==> src/rtl/mc_ctrl_if.sv <==
// Sequencer <-> datapath/memory bundle for the multi-cycle RV32I controller.
// The master side is the sequencer; the slave side is the datapath, memory and debug.
interface mc_ctrl_if;
    logic [6:0]  Op;
    logic        Zero;
    logic        mem_ready;
    logic        mem_req;
    logic        mem_we;
    logic        IorD;
    logic        IRWrite;
    logic        PCWrite;
    logic [2:0]  NPCOp;
    logic        RegWrite;
    logic [1:0]  WDSel;
    logic        retire;
    logic [31:0] instret;
    logic        err;
    logic [2:0]  state;

    modport master (
        input  Op, Zero, mem_ready,
        output mem_req, mem_we, IorD, IRWrite, PCWrite, NPCOp, RegWrite, WDSel,
               retire, instret, err, state
    );

    modport slave (
        output Op, Zero, mem_ready,
        input  mem_req, mem_we, IorD, IRWrite, PCWrite, NPCOp, RegWrite, WDSel,
               retire, instret, err, state
    );
endinterface

==> src/rtl/mc_ctrl.sv <==
// Multi-cycle RV32I sequencer: FETCH/DECODE/EXEC/MEM/WB over one shared memory port,
// trapping illegal opcodes and memory timeouts, and counting retired instructions.
module mc_ctrl #(
    parameter int MEM_TIMEOUT = 15
) (
    input  logic      clk,
    input  logic      rst,
    mc_ctrl_if.master bus
);
    typedef enum logic [2:0] {
        S_FETCH  = 3'd0,
        S_DECODE = 3'd1,
        S_EXEC   = 3'd2,
        S_MEM    = 3'd3,
        S_WB     = 3'd4,
        S_ERR    = 3'd7
    } state_t;

    typedef enum logic [2:0] {
        C_R, C_I, C_LD, C_ST, C_BR, C_JAL, C_JALR, C_LUI
    } cls_t;

    localparam logic [7:0] WAIT_LAST = 8'(MEM_TIMEOUT - 1);

    state_t      st;
    cls_t        cls;
    logic [7:0]  wait_cnt;
    logic [31:0] instret_q;
    cls_t        dec_cls;
    logic        dec_ok;
    logic        timed_out;

    always_comb begin
        dec_ok  = 1'b1;
        dec_cls = C_R;
        case (bus.Op)
            7'b0110011: dec_cls = C_R;
            7'b0010011: dec_cls = C_I;
            7'b0000011: dec_cls = C_LD;
            7'b0100011: dec_cls = C_ST;
            7'b1100011: dec_cls = C_BR;
            7'b1101111: dec_cls = C_JAL;
            7'b1100111: dec_cls = C_JALR;
            7'b0110111: dec_cls = C_LUI;
            default:    dec_ok  = 1'b0;
        endcase
    end

    // A ready in the last allowed cycle still completes the access.
    assign timed_out = !bus.mem_ready && (wait_cnt == WAIT_LAST);

    always_ff @(posedge clk or posedge rst) begin
        if (rst) begin
            st        <= S_FETCH;
            cls       <= C_R;
            wait_cnt  <= '0;
            instret_q <= '0;
        end else begin
            if (bus.retire)
                instret_q <= instret_q + 32'd1;
            case (st)
                S_FETCH: begin
                    if (bus.mem_ready) begin
                        st       <= S_DECODE;
                        wait_cnt <= '0;
                    end else if (timed_out) begin
                        st <= S_ERR;
                    end else begin
                        wait_cnt <= wait_cnt + 8'd1;
                    end
                end
                S_DECODE: begin
                    if (dec_ok) begin
                        cls <= dec_cls;
                        st  <= S_EXEC;
                    end else begin
                        st <= S_ERR;
                    end
                end
                S_EXEC: begin
                    wait_cnt <= '0;
                    case (cls)
                        C_BR, C_JAL, C_JALR: st <= S_FETCH;
                        C_LD, C_ST:          st <= S_MEM;
                        default:             st <= S_WB;
                    endcase
                end
                S_MEM: begin
                    if (bus.mem_ready) begin
                        wait_cnt <= '0;
                        st       <= (cls == C_ST) ? S_FETCH : S_WB;
                    end else if (timed_out) begin
                        st <= S_ERR;
                    end else begin
                        wait_cnt <= wait_cnt + 8'd1;
                    end
                end
                S_WB: begin
                    wait_cnt <= '0;
                    st       <= S_FETCH;
                end
                S_ERR:   st <= S_ERR;
                default: st <= S_ERR;
            endcase
        end
    end

    // Strobes are gated by rst so an abort never leaves a partial PC/RF write.
    always_comb begin
        bus.mem_req  = 1'b0;
        bus.mem_we   = 1'b0;
        bus.IorD     = 1'b0;
        bus.IRWrite  = 1'b0;
        bus.PCWrite  = 1'b0;
        bus.NPCOp    = 3'b000;
        bus.RegWrite = 1'b0;
        bus.WDSel    = 2'b00;
        if (!rst) begin
            case (st)
                S_FETCH: begin
                    bus.mem_req = 1'b1;
                    bus.IRWrite = bus.mem_ready;
                end
                S_EXEC: begin
                    case (cls)
                        C_BR: begin
                            bus.PCWrite = 1'b1;
                            bus.NPCOp   = {2'b00, bus.Zero};
                        end
                        C_JAL, C_JALR: begin
                            bus.PCWrite  = 1'b1;
                            bus.NPCOp    = (cls == C_JAL) ? 3'b010 : 3'b100;
                            bus.RegWrite = 1'b1;
                            bus.WDSel    = 2'b10;
                        end
                        default: ;
                    endcase
                end
                S_MEM: begin
                    bus.mem_req = 1'b1;
                    bus.IorD    = 1'b1;
                    bus.mem_we  = (cls == C_ST);
                    bus.PCWrite = bus.mem_ready && (cls == C_ST);
                end
                S_WB: begin
                    bus.RegWrite = 1'b1;
                    bus.WDSel    = (cls == C_LD) ? 2'b01 : 2'b00;
                    bus.PCWrite  = 1'b1;
                end
                default: ;
            endcase
        end
    end

    assign bus.retire  = bus.PCWrite;
    assign bus.instret = instret_q;
    assign bus.err     = (st == S_ERR);
    assign bus.state   = st;
endmodule

==> src/flat_wrapper.sv <==
// flat-port wrapper written by rule: the top's interface ports become plain ports
module mc_ctrl_flat 
#(
    parameter int MEM_TIMEOUT = 15
)
  (clk, rst, bus_Op, bus_Zero, bus_mem_ready, bus_mem_req, bus_mem_we, bus_IorD, bus_IRWrite, bus_PCWrite, bus_NPCOp, bus_RegWrite, bus_WDSel, bus_retire, bus_instret, bus_err, bus_state);
  mc_ctrl_if bus_i ();
  input  logic clk;
  input  logic rst;
  input wire logic [$bits(bus_i.Op)-1:0] bus_Op;
  input wire logic [$bits(bus_i.Zero)-1:0] bus_Zero;
  input wire logic [$bits(bus_i.mem_ready)-1:0] bus_mem_ready;
  output wire logic [$bits(bus_i.mem_req)-1:0] bus_mem_req;
  output wire logic [$bits(bus_i.mem_we)-1:0] bus_mem_we;
  output wire logic [$bits(bus_i.IorD)-1:0] bus_IorD;
  output wire logic [$bits(bus_i.IRWrite)-1:0] bus_IRWrite;
  output wire logic [$bits(bus_i.PCWrite)-1:0] bus_PCWrite;
  output wire logic [$bits(bus_i.NPCOp)-1:0] bus_NPCOp;
  output wire logic [$bits(bus_i.RegWrite)-1:0] bus_RegWrite;
  output wire logic [$bits(bus_i.WDSel)-1:0] bus_WDSel;
  output wire logic [$bits(bus_i.retire)-1:0] bus_retire;
  output wire logic [$bits(bus_i.instret)-1:0] bus_instret;
  output wire logic [$bits(bus_i.err)-1:0] bus_err;
  output wire logic [$bits(bus_i.state)-1:0] bus_state;
  assign bus_i.Op = bus_Op;
  assign bus_i.Zero = bus_Zero;
  assign bus_i.mem_ready = bus_mem_ready;
  assign bus_mem_req = bus_i.mem_req;
  assign bus_mem_we = bus_i.mem_we;
  assign bus_IorD = bus_i.IorD;
  assign bus_IRWrite = bus_i.IRWrite;
  assign bus_PCWrite = bus_i.PCWrite;
  assign bus_NPCOp = bus_i.NPCOp;
  assign bus_RegWrite = bus_i.RegWrite;
  assign bus_WDSel = bus_i.WDSel;
  assign bus_retire = bus_i.retire;
  assign bus_instret = bus_i.instret;
  assign bus_err = bus_i.err;
  assign bus_state = bus_i.state;
  mc_ctrl #(.MEM_TIMEOUT(MEM_TIMEOUT)) u_core (.clk(clk), .rst(rst), .bus(bus_i));
endmodule
==> config.mk <==
export PLATFORM = sky130hd
export DESIGN_NAME = mc_ctrl_flat
export DESIGN_NICKNAME = d
export VERILOG_FILES = /design/src/rtl/mc_ctrl_if.sv /design/src/rtl/mc_ctrl.sv /design/src/flat_wrapper.sv
export SDC_FILE = /design/constraint.sdc
export NUM_CORES = 1
export LEC_CHECK = 0
export ABC_AREA = 1
export BUFFER_PORTS_ARGS = -buffer_cell sky130_fd_sc_hd__clkbuf_2
export CAP_MARGIN = 20
export CORE_MARGIN = 4
export CORE_UTILIZATION = 50
export CTS_CLUSTER_DIAMETER = 50
export DETAILED_ROUTE_END_ITERATION = 10
export PLACE_DENSITY = 0.73
export SYNTH_ARGS = -nofsm -noshare
export SYNTH_HDL_FRONTEND = slang
export SYNTH_SLANG_ARGS = --single-unit
==> constraint.sdc <==
create_clock -name clk -period 1.76 [get_ports clk]
set_input_delay 0 -clock clk [delete_from_list [all_inputs] [get_ports clk]]
set_output_delay 0 -clock clk [all_outputs]
set_load 0.05 [all_outputs]
==> impl_metrics.ini, run 1 <==
[outcome]
outcome = finished, final reports clean

[yosys]
synth-compound-area-share_pct = 2.71
syn_area_mm2 = 0.00332
synth-seq-area-share_pct = 34.6
synthMuxAreaShare_pct = 0
synth_top_family_by_area = simple AND/OR/NAND/NOR gates
syn_nets = 545
ys_ff_latch = 46
ys_warn_count = 0
synthCells = 531
synth.avg_cell_area_um2 = 6.26
synthXorXnorAreaFrac_pct = 4.22
synthSimpleGateAreaFrac_pct = 48.6
synth_fa_ha_area_share_pct = 1.13
yosysUniqueCellTypes = 26

[placed_design]
placed_cells = 665
dp_hpwl_um = 6460
placedInstanceArea_mm2 = 0.00372
port-buffer-count = 58
pre_cts_slack_ns = 0.0674
gp_congestion = 0.924

[setup_path]
path_delay_family = simple AND/OR/NAND/NOR gates
slowest_stage = dfrtp_1
regToRegSetupSlack_ns = 0.09
critPathMaxFanout = 14
cp_slowest_stage_delay_ns = 0.44
r2r_cells = 10
path_buf_inv = 3
cp-end-kind = output pin
startpoint_type = flop
r2r_start = u_core.bus.instret[1]
crit_required_ns = 1.76
crit_chain = nand2_1 -> nor2_1 -> nand3_2 -> nand3_4 -> nand2_8 -> inv_16 -> buf_4 -> buf_12
cp_data_arrival_time_ns = 1.70
critical_path_class = reg2out
worstReg2RegEnd = u_core.bus.instret[28]

[finish]
stdcell_count = 683
final_common_cell = nand2_1
finish.utilization_pct = 61.6
layout.nets = 619
syn2layout_area_growth_pct = 18.4
insertedDiodeCount = 0
fin_area_mm2 = 0.00394
drive_above_1_share_pct = 18.8
nFillCells = 608
layout_common_cells = 237 x nand2_1, 70 x nor2_1, 55 x clkbuf_2, 51 x inv_1

[detailed_routing]
dr.pass1.iters = 4
remaining_drc_errors = 0
wirelength_um = 8350
wire_per_inst_um = 12.2
ant_nets = 0
drt_iter0_markers = 117
via_per_inst = 4.92
via_count = 3362

[timing]
fin_crit_sh_pct = 96.4
finalHoldViolCount = 0
setup_violations = 0
drv_slew = 0
fmax_ghz = 0.589
rsz0062_at_grt = true
relSlewSlack_pct = 76.5
setup_slack_ns = 0.0633
finalCriticalPeriod_ns = 1.70
tightest_slew_ns = 0.352
setup-tns-final_ns = 0
finalClockSkew_ns = 0.0114
hold_slack_ns = 0.0607

[power]
p_sw_share_pct = 24.7
p_total_mw = 1.82
p_comb_share_pct = 5.7
vdd_drop_max_mv = 0.326
leakagePower_nw = 2.03
internal-power_mw = 1.37
power_frac_seq_pct = 58.7
power_frac_clock_pct = 35.6
power_density_mw_per_mm2 = 462
p_switching_mw = 0.449

[worst_hold_path]
holdPathEnd = u_core.cls[1]
min_path_type = in2reg
hold_depth = 4
hp-start = bus_Op[4]

[die]
ios = 59
core-area_mm2 = 0.00639
initial_utilization_pct = 52.0
die_w_um = 89.5
dieArea_mm2 = 0.00801
rows = 29
die_y_um = 89.5

[grt]
grt_use_total_pct = 22.4
grt_pass1_vias = 3108
grt_max_degree = 25
grt_pass1_wl_um = 14100
antenna_found_initial = 0
grt-ovfl-total = 0

[clock_network]
clock-root-buffer = clkbuf_8
htree_levels = 2
cts.sinks = 46
clockBufferDepth = 2
clock_latency_ns = 0.30
cts_tree = yes
clk_pin_slew_ns = 0.09
cts_made_buffers = 5

[job]
drv_cap = 0
[what timing repair did]
action / 4_1_cts / 5_1_grt
buffers inserted: 5 / 3
gates resized for setup: 7 / 9
endpoints found under the setup margin: 3 / 39
hold endpoints to repair: 11 / 0
gates cloned: 1 / 0
pin swaps: 0 / 0
hold buffers: 1 / 0
[worst min-delay path: cells and delay by family]
family                 cells  cell delay (ns)
buffers and inverters      1             0.11
AO/OA/AOI/OAI              1             0.09
AND/OR/NAND/NOR            2             0.13
[power groups by stage]
| stage | Clock (mW) | Combinational [mW] | Sequential [mW] |
|---|---|---|---|
| finish | 0.648 | 0.104 | 1.07 |
| global route | 0.721 | 0.118 | 1.07 |
| CTS | 0.680 | 0.106 | 1.07 |
| detailed placement | 0 | 0.104 | 1.09 |
| global placement | 0 | 0.102 | 1.09 |
| floorplan | 0 | 0.0484 | 1.10 |
[state kept, by name, summed over array words and instances, names as in the netlist]
signal and cells:
u_core.bus.state 3, u_core.bus.instret 32, u_core.wait_cnt 8, u_core.cls 3
[Yosys cell counts, drive strengths merged]
cell	count	area, µm²
a21oi	4	20.0
and2	1	6.26
buf	7	71.3
dfrtp	46	1150
ha	3	37.5
inv	57	219
nand2	243	936
nand3	45	258
nand3b	3	22.5
nand4	8	50.1
nor2	78	305
nor3	5	30.0
nor4	1	6.26
o21ai	14	70.1
xnor2	4	35.0
xor2	12	105
[cell type report]
class                           instances  area, µm²  share of cell area [%]
Clock buffer                            7       76.3                    1.94
Clock inverter                          1       7.51                   0.191
Inverter                               57        231                    5.88
Multi-Input combinational cell        421       1920                    48.7
Sequential cell                        46       1160                    29.4
Tap cell                               77       96.3                    2.45
Timing Repair Buffer                   73        442                    11.2
Timing Repair inverter                  1       8.76                   0.223
[logic make-up after synthesis]
group | count (synthesis)
XOR/XNOR | 16
buffers and inverters | 64
flip-flops | 46
AO/OA/AOI/OAI | 18
adder cells (fa/ha/maj) | 3
AND/OR/NAND/NOR | 384
[how the worst max path moves through the flow]
stage | startpoint | end | slack, ns | cells past startpoint
6_report | u_core.cls[1] | bus_PCWrite | 0.06 | 8
3_5_place_dp | u_core.wait_cnt[0] | u_core.wait_cnt[1] | 0.07 | 9
3_3_place_gp | u_core.wait_cnt[0] | u_core.wait_cnt[1] | 0.11 | 9
4_1_cts | u_core.bus.state[0] | bus_PCWrite | 0.02 | 9
2_1_floorplan | u_core.bus.state[0] | bus_WDSel[0] | 0.009 | 3
5_1_grt | u_core.bus.instret[1] | u_core.bus.instret[28] | -0.05 | 10
[routing by layer]
| metal | global-route usage [%] | share of wire, % | routed length, µm | up-vias |
|---|---|---|---|---|
| li1 | - | - | - | 1783 |
| met1 | 28.3 | 44 | 3680 | 1521 |
| met2 | 40.2 | 51 | 4290 | 51 |
| met3 | 2.95 | 3.8 | 315 | 7 |
| met4 | 5.82 | 0.79 | 66 | 0 |
| met5 | 0 | 0 | 0 | - |
Note: power is estimated with default switching activity, not from simulation.
==> inputs of run 2 (changes only) <==
PLACE_DENSITY = 0.75   (was 0.73)
clock period = 1.5 ns   (was 1.76 ns; I/O delays follow)
==> run 2 against run 1 <==
Against the previous run:
- largest power group unchanged
- sequential share of layout area shrank 3.7 points
- first-iteration DRC count grew 58%
- register-to-register slack got worse by 0.13 ns
- clock skew increased by 0.0087 ns
- clock-buffer cell count down 1
- final area rose by 16%
- the run now ends with negative setup slack left
- sequential cell count is the same
- routed wire length is 18% higher
- final cell count up 5.0%
- non-clock buffer count rose by 33
==> impl_metrics.ini, run 2 (synthesis gave the netlist of run 1 again) <==
[outcome]
outcome = complete, but fails checks
violations = negative setup slack

[placed_design]
port-buffer-count = 58
dp_hpwl_um = 6880
gp_congestion = 0.953

[detailed_routing]
via_per_inst = 5.27
drt_iter0_markers = 185
wirelength_um = 9820
dr.pass1.iters = 7
via_count = 3778
remaining_drc_errors = 0
wire_per_inst_um = 13.7
ant_nets = 0

[worst_hold_path]
hold_depth = 4
holdPathEnd = u_core.cls[1]
hp-start = bus_Op[4]
min_path_type = in2reg

[setup_path]
startpoint_type = flop
regToRegSetupSlack_ns = -0.04
slowest_stage = dfrtp_2
critPathMaxFanout = 7
path_buf_inv = 3
r2r_cells = 8
crit_chain = buf_4 -> nand3_2 -> buf_4 -> nor3_4 -> buf_6
crit_top_cell = buf_4
worstReg2RegEnd = u_core.wait_cnt[1]
cp-end-kind = output pin
critical_path_class = reg2out
cp_data_arrival_time_ns = 1.58
cp_slowest_stage_delay_ns = 0.50
crit_required_ns = 1.50
path_delay_family = buffers and inverters
r2r_start = u_core.bus.state[1]

[grt]
grt_use_total_pct = 24.6
grt_pass1_vias = 3596
grt_max_degree = 17
antenna_found_initial = 0
grt-ovfl-total = 0
grt_pass1_wl_um = 15600

[finish]
syn2layout_area_growth_pct = 37.3
drive_above_1_share_pct = 30.8
finish.utilization_pct = 71.5
layout_common_cells = 229 x nand2_1, 58 x nor2_1, 46 x inv_1, 46 x clkbuf_2, 46 x buf_4
layout.nets = 653
insertedDiodeCount = 0
largest_reg_flops = 32
nFillCells = 550
final_common_cell = nand2_1

[job]
drv_cap = 0

[power]
power_frac_seq_pct = 49.5
p_sw_share_pct = 21.4
vdd_drop_max_mv = 0.504
p_comb_share_pct = 5.3
p_switching_mw = 0.543
leakagePower_nw = 2.23
power_density_mw_per_mm2 = 556
p_total_mw = 2.54
internal-power_mw = 1.99
power_frac_clock_pct = 45.3

[timing]
finalHoldViolCount = 0
setup_slack_ns = -0.0847
fin_crit_sh_pct = 106
tightest_slew_ns = 0.391
setup_violations = 23
fmax_ghz = 0.631
finalClockSkew_ns = 0.0200
setup-tns-final_ns = -0.803
drv_slew = 0
finalCriticalPeriod_ns = 1.58
rsz0062_at_grt = true
relSlewSlack_pct = 73.6

[clock_network]
cts.sinks = 46
clk_pin_slew_ns = 0.09
cts_tree = yes
clock_latency_ns = 0.31
clockBufferDepth = 2
clock-root-buffer = clkbuf_8
cts_made_buffers = 5
htree_levels = 2

[die]
rows = 29
core-area_mm2 = 0.00639
die_w_um = 89.5
dieArea_mm2 = 0.00801
die_y_um = 89.5
initial_utilization_pct = 52.0
ios = 59
## run 2: final cells by class
cell class	instances	area, µm²	area share, %
timing repair buffer	106	773	16.9
tap	77	96.3	2.11
multi-input combinational	421	2110	46.2
clock buffer	6	82.6	1.81
timing repair inverter	2	23.8	0.521
sequential	46	1170	25.7
inverter	57	243	5.32
clock inverter	2	60.1	1.32
## run 2: timing repair
action | CTS | global route
resized for setup | 32 | 58
hold buffers | 1 | 0
setup buffers | 12 | 6
pin swaps | 2 | 12
cloned | 2 | 0
endpoints found under the hold margin | 5 | 0
endpoints found under the setup margin | 21 | 56
## run 2: how the worst max path moves through the flow
stage                                    from  depth (start not counted)  slack, ns                  to
after floorplan           u_core.bus.state[0]                          5      -0.14        bus_WDSel[1]
after global placement     u_core.wait_cnt[0]                          9       0.01  u_core.wait_cnt[1]
after detailed placement   u_core.wait_cnt[0]                          9      -0.03  u_core.wait_cnt[2]
after CTS                 u_core.bus.state[1]                          6      -0.04        bus_RegWrite
after global routing      u_core.bus.state[1]                          5      -0.13         bus_IRWrite
final                     u_core.bus.state[1]                          5      -0.08          bus_mem_we
## run 2: worst min-delay path, cell delays in order
cell      delay (ns)
clkbuf_2        0.11
o21ai_0         0.09
nand3_1         0.08
nand2_1         0.05
## run 2: power by group through the flow
stage,clock network (mW),logic (mW),registers [mW]
2_1_floorplan,0,0.0572,1.30
3_3_place_gp,0,0.125,1.28
3_5_place_dp,0,0.129,1.28
4_1_cts,1.18,0.132,1.25
5_1_grt,1.21,0.148,1.26
6_report,1.15,0.133,1.26
## run 2: per-layer routing
layer	vias up	wire length [µm]	GRT usage, %
li1	1864	-	-
met1	1745	3960	30.5
met2	149	5120	44.9
met3	20	613	3.50
met4	0	129	5.68
met5	-	0	0
## run 2: stage by stage
| step | setup slack (ns) | instances | area [µm²] | hold slack (ns) |
|---|---|---|---|---|
| CTS | -0.0352 | 711 | 4340 | 0.0295 |
| floorplan | -0.136 | 531 | 3410 | 0.0698 |
| global placement | 0.0112 | 688 | 3970 | 0.0858 |
| finish | -0.0847 | 717 | 4560 | 0.0617 |
| detailed placement | -0.0337 | 688 | 3970 | 0.0960 |
| global route | -0.126 | 717 | 4560 | 0.111 |
